[src/rtl/tick_pixel_sequencer.sv]
// Tick-paced raster walker: emits one test-pattern pixel per divider tick over a valid/ready
// stream, queueing ticks under backpressure and idling a tick-counted gap between frames.
module tick_pixel_sequencer #(
   parameter int unsigned H_PIX     = 16,
   parameter int unsigned V_PIX     = 12,
   parameter int unsigned GAP_TICKS = 2,
   parameter int unsigned TICK_Q_W  = 3,
   parameter int unsigned CB_BIT    = 2
) (
   input  logic                     clk,
   input  logic                     nrst,
   input  logic                     tick_i,
   input  logic                     enable_i,
   input  logic [1:0]               pattern_sel_i,
   input  logic                     out_ready_i,
   output logic                     pix_valid_o,
   output logic [$clog2(H_PIX)-1:0] pix_x_o,
   output logic [$clog2(V_PIX)-1:0] pix_y_o,
   output logic [7:0]               pix_data_o,
   output logic                     frame_start_o,
   output logic                     frame_done_o,
   output logic                     overrun_o
);

   localparam int unsigned XW = $clog2(H_PIX);
   localparam int unsigned YW = $clog2(V_PIX);
   localparam int unsigned GW = (GAP_TICKS > 1) ? $clog2(GAP_TICKS) : 1;

   localparam logic [XW-1:0]       XLast   = XW'(H_PIX - 1);
   localparam logic [YW-1:0]       YLast   = YW'(V_PIX - 1);
   localparam logic [GW-1:0]       GapLast = GW'((GAP_TICKS > 0) ? GAP_TICKS - 1 : 0);
   localparam logic [TICK_Q_W-1:0] PendMax = '1;
   localparam logic                GapEn   = (GAP_TICKS > 0);

   typedef enum logic [1:0] {StIdle, StActive, StGap} state_e;

   state_e              state_q;
   logic [XW-1:0]       x_q, x_d;
   logic [YW-1:0]       y_q, y_d;
   logic [TICK_Q_W-1:0] pend_q, pend_d;
   logic [GW-1:0]       gap_q;
   logic [1:0]          pat_q, pat_d;
   logic [7:0]          data_q, data_d;
   logic                valid_q, fstart_q, overrun_q;

   logic       xfer, x_last, y_last, frame_end, slot_free, issue, go_idle, wrap_to_gap, ovf;
   logic [7:0] x8, y8;

   always_comb begin
      xfer        = valid_q & out_ready_i;
      x_last      = (x_q == XLast);
      y_last      = (y_q == YLast);
      frame_end   = xfer & x_last & y_last;
      wrap_to_gap = frame_end & GapEn;
      slot_free   = ~valid_q | xfer;
      go_idle     = ~enable_i & slot_free;
      issue       = (state_q == StActive) & enable_i & slot_free & ~wrap_to_gap &
                    (tick_i | (pend_q != '0));

      // x_q/y_q track the presented pixel, and the next one to issue while nothing is valid
      x_d = x_q;
      y_d = y_q;
      if (xfer) begin
         x_d = x_last ? '0 : x_q + 1'b1;
         if (x_last) y_d = y_last ? '0 : y_q + 1'b1;
      end

      // With no gap the first pixel of the next frame may issue on the wrap cycle itself
      pat_d = frame_end ? pattern_sel_i : pat_q;
      x8    = 8'(x_d);
      y8    = 8'(y_d);
      case (pat_d)
         2'd0:    data_d = 8'hFF;
         2'd1:    data_d = 8'((32'(x_d) * 32'd256) / H_PIX);
         2'd2:    data_d = (x8[CB_BIT] ^ y8[CB_BIT]) ? 8'hFF : 8'h00;
         2'd3:    data_d = x8 ^ y8;
         default: data_d = 8'h00;
      endcase

      pend_d = pend_q;
      ovf    = 1'b0;
      if (tick_i && !issue) begin
         if (pend_q == PendMax) ovf = 1'b1;
         else                   pend_d = pend_q + 1'b1;
      end else if (!tick_i && issue) begin
         pend_d = pend_q - 1'b1;
      end
   end

   always_ff @(posedge clk or negedge nrst) begin
      if (!nrst) begin
         state_q   <= StIdle;
         x_q       <= '0;
         y_q       <= '0;
         pend_q    <= '0;
         gap_q     <= '0;
         pat_q     <= '0;
         data_q    <= '0;
         valid_q   <= 1'b0;
         fstart_q  <= 1'b0;
         overrun_q <= 1'b0;
      end else begin
         fstart_q <= 1'b0;
         if (go_idle) begin
            state_q <= StIdle;
            x_q     <= '0;
            y_q     <= '0;
            pend_q  <= '0;
            gap_q   <= '0;
            valid_q <= 1'b0;
         end else begin
            case (state_q)
               StIdle: begin
                  state_q   <= StActive;
                  pat_q     <= pattern_sel_i;
                  overrun_q <= 1'b0;
               end
               StActive: begin
                  x_q    <= x_d;
                  y_q    <= y_d;
                  pat_q  <= pat_d;
                  pend_q <= pend_d;
                  if (ovf) overrun_q <= 1'b1;
                  if (issue) begin
                     valid_q  <= 1'b1;
                     data_q   <= data_d;
                     fstart_q <= (x_d == '0) && (y_d == '0);
                  end else if (xfer) begin
                     valid_q <= 1'b0;
                  end
                  if (wrap_to_gap) begin
                     state_q <= StGap;
                     pend_q  <= '0;
                  end
               end
               StGap: begin
                  if (tick_i) begin
                     if (gap_q == GapLast) begin
                        state_q <= StActive;
                        gap_q   <= '0;
                        pat_q   <= pattern_sel_i;
                     end else begin
                        gap_q <= gap_q + 1'b1;
                     end
                  end
               end
               default: state_q <= StIdle;
            endcase
         end
      end
   end

   assign pix_valid_o   = valid_q;
   assign pix_x_o       = x_q;
   assign pix_y_o       = y_q;
   assign pix_data_o    = data_q;
   assign frame_start_o = fstart_q;
   assign frame_done_o  = frame_end;
   assign overrun_o     = overrun_q;

endmodule

[config.mk]
export PLATFORM = sky130hd
export DESIGN_NAME = tick_pixel_sequencer
export DESIGN_NICKNAME = d
export VERILOG_FILES = /design/src/rtl/tick_pixel_sequencer.sv
export SDC_FILE = /design/constraint.sdc
export NUM_CORES = 1
export LEC_CHECK = 0
export ABC_AREA = 1
export BUFFER_PORTS_ARGS = -buffer_cell sky130_fd_sc_hd__buf_2
export CORE_ASPECT_RATIO = 0.75
export CORE_MARGIN = 2
export CORE_UTILIZATION = 60
export CTS_CLUSTER_SIZE = 16
export DETAILED_ROUTE_END_ITERATION = 7
export PLACE_DENSITY = 0.85
export REMOVE_ABC_BUFFERS = 1
export SYNTH_ARGS = -nofsm -noshare
export SYNTH_HDL_FRONTEND = slang
export SYNTH_SLANG_ARGS = --single-unit
[constraint.sdc]
create_clock -name clk -period 5.15 [get_ports clk]
set_input_delay 1.03 -clock clk [delete_from_list [all_inputs] [get_ports clk]]
set_output_delay 1.03 -clock clk [all_outputs]
set_load 0.01 [all_outputs]
# Yosys cells after proc, flatten, opt, wreduce, memory -nomap -nowiden
# Index checks and enable logic that the tools add are counted.
# Widths: inputs -> output; s select.
# totals
wordCells	111
inputBits	7
ff_bits	27
# op_classes
n_bitwise	16
reduce_logical	24
n_eq_ne	15
mux	41
n_addsub	5
# op_table
cell	count
$mux 4	9
$pmux 8 s4	1
$mux 3	6
$mux 1	14
$mux 2	7
$pmux 2 s3	2
$reduce_and 3->1	4
$ne 3x3->1 const B	3
$reduce_bool 3->1	3
$add 4x1->4 const B	2
$and 1x1->1	8
$eq 4x4->1 const B	2
$logic_not 4->1	2
$mux 8	1
$reduce_bool 2->1	4
$eq 2x2->1 const B	3
$ne 2x2->1 const B	3
$eq 2x1->1 const B	2
$logic_not 2->1	2
$ne 4x4->1 const B	1
$not 1->1	4
$reduce_and 2->1	2
$reduce_and 4->1	1
$reduce_bool 4->1	1
other kinds (10)	14

# Logic depth before layout (Yosys ltp)
# depth
depth_word	12
mapped_depth	13

# Worst setup path after synthesis
# No wires, ideal clock.
# synth_timing
path_type	input port to output port
startpoint	input port out_ready_i
endpoint	output port frame_done_o
stages	4
arrival_ns	1.579
n_path_buf	0
required_time_ns	4.120
setup_slack_ns	2.541
path_cell_list	nand2_2 -> nor2_8 -> nand2_4 -> inv_1
# synth_between
elab_chain_len	3
# synth_rtl
element	line	source
start, declared	15	input logic out_ready_i,
$and 1x1->1	50	xfer = valid_q & out_ready_i;
$and 1x1->1 (2 in a row)	53	frame_end = xfer & x_last & y_last;
end, declared	21	output logic frame_done_o,
# Every way passes these cells.

# Worst setup path after layout
# Same ends and word-level chain as after synthesis.

==> flow_metrics.tcl <==
set metrics [dict create \
    status "complete, no violations" \
    period_share 0.565 \
    cts-root-buf "clkbuf_8" \
    post-synth-top-count-cell "nand2_1" \
    worst_skew_pair.late_latency_ps 270 \
    grtUsageTotal 0.249 \
    worstPathArrival_ps 1880 \
    htreeDepth 1 \
    worstReg2RegStart "pix_x_o[0]$_DFFE_PN0P_" \
    start_util 0.635 \
    worstPathRequired_ps 4120 \
    start_kind "input pin" \
    fin_ws_ps 2240 \
    wl_met2_mm 1.54 \
    grt_first_pass_wirelength_mm 6.30 \
    overflow 0 \
    p_int_mw 0.489 \
    cp_common_cell "buf_2" \
    rsz0062_at_grt "no" \
    synthArstFlopShare 1.00 \
    synth_top_area_cell "dfrtp_1" \
    cts_tree "done" \
    final_util 0.716 \
    skew_ps 8.13 \
    cp_slowest_cell "nor2_8" \
    design_area_mm2 0.00188 \
    synth_top_area_frac 0.406 \
    n_antenna_cell 0 \
    finalHoldViolations 0 \
    highest_layer "met4" \
    cp-end-kind "output port" \
    antenna_found_initial 0 \
    nets 262 \
    synth_edf_count 0 \
    cts.path.max_buffers 2 \
    relSlewSlack 0.605 \
    portBuffers 26 \
    ant_nets 0 \
    post_cts_buffers 0 \
    synth_warnings 0 \
    whs_path_depth 1 \
    period_needed_ps 2910 \
    wl_per_cell_um 12.3 \
    power_frac_clock 0.139 \
    place_hpwl_mm 2.74 \
    r2r_end "pend_q[2]$_DFFE_PN0P_" \
    finalNonFillerCells 287 \
    cap_violations 0 \
    crit_path_cell_trace "buf_2 -> nand2_2 -> nor2_8 -> nand2_4 -> inv_1 -> buf_2" \
    pin_count 27 \
    path_class "in2out" \
    synthTopCellsByArea "dfrtp_1 41%, nand2_1 12%, inv_1 8.1%" \
    setup_viol_count_final 0 \
    ys_ff_latch 27 \
    dr_total_vias 1466 \
    min_to "overrun_o$_DFFE_PN0P_" \
    die_area_mm2 0.00322 \
    p_sw_mw 0.358 \
    synth_flop_cell "dfrtp_1" \
    drive_gt1_frac 0.191 \
    grt_max_degree 28 \
    worst-path-buf-inv 3 \
    placed_area_mm2 0.00183 \
    worstHoldStart "overrun_o$_DFFE_PN0P_" \
    syn2layout_area_growth_pct 12.8 \
    p_leak_nw 1.02 \
    route.met3.wl_um 202 \
    cts_buffers 3 \
    synth_common_cells "52 x nand2_1, 36 x inv_1, 27 x dfrtp_1" \
    wirelength_mm 3.52 \
    core_region_area_mm2 0.00262 \
    switching_share 0.423 \
    r2r_slack_ps 3010 \
    synthDistinctLibCells 31 \
    postCtsResizedCells 0 \
    viasPerCell 5.11 \
    critPathTopFamily "simple AND/OR/NAND/NOR gates" \
    cts_num_sinks 27 \
    worst_pin_slew_ps 593 \
    dp.cells 283 \
    netlist_area_mm2 0.00166 \
    drt_iter0_markers 71 \
    clk_pin_slew_ps 80 \
    cts_hold_buffers 0 \
    holdWs_ps 507 \
    die_w_um 64.8 \
    ir_worst_vdd_mv 0.238 \
    wl_met1_mm 1.75 \
    min_path_type "reg2reg" \
    synth_cells 222 \
    max_stage_delay_ps 220 \
    finalWeightedCongestion 0.872 \
    die_h_um 49.6 \
    postSynthAreaPerCell_um2 7.50 \
    setup_tns_ps 0 \
    final_max_slew_viol_count 0 \
    power.density_mw_per_mm2 451 \
    max_freq_ghz 0.343 \
    power_mw 0.847 \
    drtPass1Iterations 4 \
    grt_pass1_vias 1377 \
    synth-seq-area-share 0.406 \
    comb_power_share 0.472 \
    drc 0 \
    power_frac_seq 0.389 \
    dp_slack_ps 2260 \
    rows 16 \
    critPathMaxFanout 10 \
    reg2reg_depth 13 \
]
-- power groups by stage --
stage               Combinational (mW)  Clock, mW  Sequential (mW)
finish                           0.400      0.118            0.329
floorplan                        0.267          0            0.347
detailed placement               0.395          0            0.333
global route                     0.457      0.132            0.337
CTS                              0.400      0.122            0.329
global placement                 0.390          0            0.328
-- area by class of cell --
class | count | area, um2
repair buffers | 26 | 130
inverters | 40 | 150
multi-input cells | 154 | 827
well taps | 36 | 45.0
flip-flops and latches | 27 | 676
fillers | 228 | 746
clock inverters | 1 | 7.51
clock buffers | 3 | 41.3
-- cell families after synthesis --
family	synth area share
AO/OA/AOI/OAI	0.126
buffers and inverters	0.0970
XOR/XNOR	0.0158
flip-flops	0.406
adder cells (fa/ha/maj)	0.0271
AND/OR/NAND/NOR	0.328
-- registers in the layout, indices dropped and copies added (netlist names) --
name / flops
pix_x_o: 4
state_q: 2
pix_y_o: 4
pix_valid_o: 1
overrun_o: 1
frame_start_o: 1
pat_q: 2
pix_data_o: 8
pend_q: 3
gap_q: 1
-- per-layer routing --
layer / GRT usage / vias to the layer above
met5: 0 / -
met4: 0.0426 / 0
met1: 0.377 / 660
met2: 0.373 / 44
li1: - / 758
met3: 0.0525 / 4
-- cell usage in the layout (no fill, tap or decap), types with 2 or more instances in the layout --
master	n
a21boi_1	5
a21oi_1	3
buf_2	26
clkbuf_8	3
dfrtp_1	27
ha_1	2
inv_1	36
inv_2	3
nand2_1	52
nand2_2	5
nand3_1	13
nand3_2	2
nand4_1	3
nor2_1	25
nor2_2	3
nor3_1	2
o21ai_0	7
o21ai_1	2
o22a_1	2
o22ai_1	9
or2_0	6
or2_1	2
xor2_1	3
-- how the worst max path moves through the flow --
| stage | end | from | cells past startpoint |
|---|---|---|---|
| 2_1_floorplan | frame_done_o | out_ready_i | 4 |
| 3_3_place_gp | frame_done_o | out_ready_i | 6 |
| 3_5_place_dp | frame_done_o | out_ready_i | 6 |
| 4_1_cts | frame_done_o | out_ready_i | 6 |
| 5_1_grt | frame_done_o | out_ready_i | 6 |
| 6_report | frame_done_o | out_ready_i | 6 |
No activity file was read; power rests on OpenSTA's default activity.
